**src/rtl/rx_fifo_ctrl_pkg.sv**
```systemverilog
// Shared definitions for the receive-side FIFO stage: acknowledge FSM
// state encoding and default FIFO geometry.
package rx_fifo_ctrl_pkg;

    typedef enum logic [1:0] {
        IDLE = 2'b00,
        ACK  = 2'b01,
        WAIT = 2'b10
    } ack_state_t;

    localparam int unsigned RX_FIFO_DEPTH = 8;
    localparam int unsigned RX_FIFO_AW    = 3;

endpackage

```
**src/rtl/rx_fifo_ctrl_sync_fifo.sv**
```systemverilog
// Synchronous FIFO with first-word-fall-through read port and occupancy count.
// Reads while empty are ignored; a write while full is only taken alongside a read.
module sync_fifo
    import rx_fifo_ctrl_pkg::*;
#(
    parameter int unsigned DEPTH = RX_FIFO_DEPTH,
    parameter int unsigned AW    = RX_FIFO_AW
) (
    input  logic          clk,
    input  logic          rst,
    input  logic          wr_en,
    input  logic [7:0]    wr_data,
    input  logic          rd_en,
    output logic [7:0]    rd_data,
    output logic [AW:0]   count,
    output logic          full,
    output logic          not_empty
);

    logic [7:0]    mem [DEPTH];
    logic [AW-1:0] wr_ptr;
    logic [AW-1:0] rd_ptr;
    logic          wr_fire;
    logic          rd_fire;

    assign not_empty = (count != '0);
    assign full      = (count == (AW+1)'(DEPTH));
    assign rd_fire   = rd_en && not_empty;
    assign wr_fire   = wr_en && (!full || rd_fire);

    // Pointers are exactly AW bits, so they wrap modulo DEPTH on their own.
    always_ff @(posedge clk or posedge rst) begin
        if (rst) begin
            wr_ptr <= '0;
            rd_ptr <= '0;
            count  <= '0;
        end else begin
            if (wr_fire) wr_ptr <= wr_ptr + 1'b1;
            if (rd_fire) rd_ptr <= rd_ptr + 1'b1;
            case ({wr_fire, rd_fire})
                2'b10:   count <= count + 1'b1;
                2'b01:   count <= count - 1'b1;
                default: count <= count;
            endcase
        end
    end

    always_ff @(posedge clk) begin
        if (wr_fire) mem[wr_ptr] <= wr_data;
    end

    assign rd_data = not_empty ? mem[rd_ptr] : '0;

endmodule

```
**src/rtl/rx_fifo_ctrl.sv**
```systemverilog
// Receive buffer stage: captures bytes from the RS232 receiver into a FWFT FIFO,
// acknowledges each with a one-cycle rd_rx pulse, and flags overruns.
module rx_fifo_ctrl
    import rx_fifo_ctrl_pkg::*;
#(
    parameter int unsigned DEPTH = RX_FIFO_DEPTH,
    parameter int unsigned AW    = RX_FIFO_AW
) (
    input  logic          clk,
    input  logic          rst,
    input  logic          RDA,
    input  logic [7:0]    RxD_data,
    output logic          rd_rx,
    input  logic          cpu_rd,
    output logic [7:0]    cpu_data,
    output logic          not_empty,
    output logic          full,
    output logic [AW:0]   count,
    output logic          overrun,
    input  logic          clr_ovr
);

    ack_state_t state;
    ack_state_t state_nxt;
    logic       wr_en;
    logic       ovr_set;

    always_ff @(posedge clk or posedge rst) begin
        if (rst) state <= IDLE;
        else     state <= state_nxt;
    end

    // A full FIFO leaves the receiver un-acknowledged so it keeps holding the byte.
    always_comb begin
        state_nxt = state;
        wr_en     = 1'b0;
        ovr_set   = 1'b0;
        case (state)
            IDLE: begin
                if (RDA && !full) begin
                    wr_en     = 1'b1;
                    state_nxt = ACK;
                end else if (RDA) begin
                    ovr_set   = 1'b1;
                end
            end
            ACK:     state_nxt = WAIT;
            WAIT:    if (!RDA) state_nxt = IDLE;
            default: state_nxt = IDLE;
        endcase
    end

    assign rd_rx = (state == ACK);

    always_ff @(posedge clk or posedge rst) begin
        if (rst)          overrun <= 1'b0;
        else if (ovr_set) overrun <= 1'b1;
        else if (clr_ovr) overrun <= 1'b0;
    end

    sync_fifo #(
        .DEPTH (DEPTH),
        .AW    (AW)
    ) u_fifo (
        .clk       (clk),
        .rst       (rst),
        .wr_en     (wr_en),
        .wr_data   (RxD_data),
        .rd_en     (cpu_rd),
        .rd_data   (cpu_data),
        .count     (count),
        .full      (full),
        .not_empty (not_empty)
    );

endmodule
```
**config.mk**
```make
export PLATFORM = sky130hd
export DESIGN_NAME = rx_fifo_ctrl
export DESIGN_NICKNAME = d
export VERILOG_FILES = /design/src/rtl/rx_fifo_ctrl_pkg.sv /design/src/rtl/rx_fifo_ctrl_sync_fifo.sv /design/src/rtl/rx_fifo_ctrl.sv
export SDC_FILE = /design/constraint.sdc
export NUM_CORES = 1
export LEC_CHECK = 0
export CORE_MARGIN = 2
export CORE_UTILIZATION = 50
export DETAILED_ROUTE_END_ITERATION = 16
export PLACE_DENSITY = 0.76
export SYNTH_ARGS = -nofsm -noshare
export SYNTH_HDL_FRONTEND = slang
export SYNTH_HIERARCHICAL = 1
export SYNTH_SLANG_ARGS = --single-unit
```
**constraint.sdc**
```tcl
create_clock -name clk -period 5.45 [get_ports clk]
set_input_delay 1.09 -clock clk [delete_from_list [all_inputs] [get_ports clk]]
set_output_delay 1.09 -clock clk [all_outputs]
set_load 0.01 [all_outputs]
```
==> flow_summary.json <==
{
  "outcome": "complete, no violations",
  "dpl_worst_slack_ns": 1.842,
  "endpoints_failing_hold": 0,
  "via_count_of_the_first_global_routing_pass": 1667,
  "post_synth_num_cell_types": 38,
  "ios": 29,
  "clockBufferDepth": 2,
  "finClkSkew_ns": 0.007496,
  "fin_area_um2": 3817,
  "portBuffers": 28,
  "hold-path-cell-count": 1,
  "worst_slew_pin_slew_ns": 1.088,
  "clockRootBuffer": "clkbuf_8",
  "cp.required_ns": 4.36,
  "power_frac_comb_pct": 34.4,
  "globalRouteOverflowTotal": 0,
  "ys_warn_count": 6,
  "grt_setup_unrepaired": "false",
  "criticalPathCategory": "flop to output pin",
  "met1_track_utilization_from_global_routing_pct": 22.43,
  "clk-insertion-delay-late_ns": 0.34,
  "antenna_found_initial": 0,
  "most_common_cell_after_layout_fill_and_taps_aside": "edfxtp_1",
  "cts.sinks": 77,
  "ir_worst_vdd_mv": 0.2614,
  "power.static_leakage_nw": 1.338,
  "clk_pin_slew_ns": 0.08,
  "grt.met2_usage_pct": 28.27,
  "power.density_nw_per_um2": 533.2,
  "final_antenna_net_count": 0,
  "cap_violations": 0,
  "grt_pass1_wl_um": 8976,
  "hold_slack_ns": 0.5010,
  "cts_made_buffers": 9,
  "chipHeight_um": 84.65,
  "synth_async_sr_flop_share_pct": 16.88,
  "worst_hold_path_type": "flop to flop",
  "setup.worst_path.end_class": "output pin",
  "worst-path-max-fanout": 18,
  "seqPwrFrac_pct": 43.0,
  "chip_width_um": 84.65,
  "drive_gt1_share_pct": 18.75,
  "timing_max_transition_violations_final": 0,
  "postSynthRegisterBits": 77,
  "maxClockFrequency_ghz": 0.2615,
  "grt_usage_pct": 17.47,
  "detailedRoute.firstPassIterationCount": 4,
  "route.vias.total": 1682,
  "worstPathArrival_ns": 2.73,
  "total_net_switching_power_mw": 0.6340,
  "clkPwrFrac_pct": 22.6,
  "standard_cell_area_after_detailed_placement_um2": 3606,
  "setup_slack_ns": 1.626,
  "postRouteWirelength_um": 5719,
  "dr.first_iter.drc_count": 147,
  "wl_per_cell_um": 19.00,
  "avgSynthCellArea_um2": 17.58,
  "cts_hold_buffers": 0,
  "p_int_mw": 1.401,
  "post_synth_instance_area_um2": 3252,
  "fillCellCount": 494,
  "final_cell_mix": "64 x edfxtp_1, 28 x clkdlybuf4s50_1, 16 x mux4_2, 16 x nor2_1, 13 x dfrtp_1",
  "cts_setup_buffers": 0,
  "final-setup-viol-count": 0,
  "synthToLayoutAreaGrowth_pct": 17.39,
  "insertedDiodeCount": 0,
  "synth_fp_nets": 203,
  "ctsHtreeMaxLevel": 3,
  "timing.critical_path.from_type": "flop",
  "dieArea_um2": 7165,
  "cts_tree": "done",
  "design.core.area_um2": 6314,
  "design.final.nets": 238,
  "reg2reg_depth": 12,
  "ys_dominant_reg_cell": "edfxtp_1",
  "fp-row-count": 29,
  "grt_start_max_net_pins": 19,
  "detailed_place_hpwl_um": 3631,
  "last_weighted_congestion_value_of_the_routability_driven_placer": 0.7288,
  "timing.slew.headroom_pct": 27.48,
  "ys_seq_area_share_pct": 69.10,
  "cts-resized-gates": 0,
  "globalRouteMet3Util_pct": 4.818,
  "post_synth_inst_count": 185,
  "drt-vias-per-instance": 5.588,
  "power.share.switching_pct": 31.15,
  "fin_setup_tns_ns": 0,
  "period_utilisation_layout_pct": 70.16,
  "finalCriticalPeriod_ns": 3.824,
  "route.detailed.drc": 0,
  "count_of_flip_flops_with_a_built_in_enable_after_synthesis": 64,
  "grt.busiest_layer": "met2",
  "floorplan.initialDensity_pct": 51.51
}
## power groups by stage
stage                     combinational [mW]  clock (mW)  sequential [mW]
after floorplan                        0.532           0            0.803
after global placement                 0.688           0            0.886
after detailed placement               0.704           0            0.893
after CTS                              0.708       0.465            0.880
after global routing                   0.766       0.490            0.897
final                                  0.700       0.461            0.875
## area by class of cell
cell class	instances	area [µm²]	share of cell area [%]
clock buffers	9	123.9	3.245
clock inverters	6	87.58	2.294
inverters	9	36.28	0.9505
multi-input cells	92	923.4	24.19
flip-flops and latches	77	2247	58.87
well taps	77	96.34	2.524
repair buffers	31	302.8	7.932
## Yosys cell counts, drive strengths merged, types with 2 or more instances
cell type  count  share of area (%)
edfxtp        64                 59
nor2          17                2.2
mux4          16                 11
dfrtp         13                 10
inv            9                1.1
mux2i          9                2.8
nand2          9                1.3
buf            6                1.3
nand2b         5               0.96
xnor2          5                1.3
ha             4                1.5
o21ai          3               0.46
mux2           2               0.81
nand3          2               0.31
nor2b          2               0.46
nor3           2               0.31
nor4b          2               0.54
o21a           2               0.46
or3            2               0.38
## sequential cells by signal, indices dropped and copies added, names as in the netlist
register and cells:
u_fifo/mem 64, u_fifo/count 4, u_fifo/rd_ptr 3, u_fifo/wr_ptr 3
state 2, overrun 1
## per-stage QoR
step	total power [mW]	utilization [%]	cells
after global routing	2.153	60.46	301
final	2.035	60.46	301
after floorplan	1.335	-	185
after global placement	1.575	57.11	286
after CTS	2.053	60.46	301
after detailed placement	1.597	57.11	286
## routing by layer
metal | share of wire, % | wire, µm | vias to the layer above
met1 | 45 | 2558 | 868
li1 | - | - | 782
met5 | 0 | 0 | -
met3 | 3.5 | 203 | 6
met2 | 50 | 2874 | 26
met4 | 1.4 | 82 | 0
## critical path, stage by stage (launching register included)
cell and delay [ns]:
dfrtp_1 1.07, mux4_2 0.61, mux2i_1 0.15, nor2_1 0.07, clkdlybuf4s50_1 0.49
## kinds of logic (layout without fill, tap and decap cells)
family	count (synthesis)	count (layout)	synth area share [%]
compound gates	11	11	2.963
xor+xnor	6	6	1.616
fa+ha+maj	5	5	2.155
buf+inv	16	55	2.501
flops	77	77	69.10
mux	27	27	14.66
simple gates	43	43	7.003
## final timing paths
path	endpoint	slack, ns	from
max in group asynchronous	u_fifo/count[2]	4.07	rst
worst max-delay path	cpu_data[6]	1.63	u_fifo/rd_ptr[0]
min in group asynchronous	state[0]	0.95	rst
worst max register to register	u_fifo/count[3]	2.48	u_fifo/count[0]
worst min register to register	state[0]	0.50	state[0]
worst min-delay path	state[0]	0.50	state[0]
(Power assumes the default switching activity.)
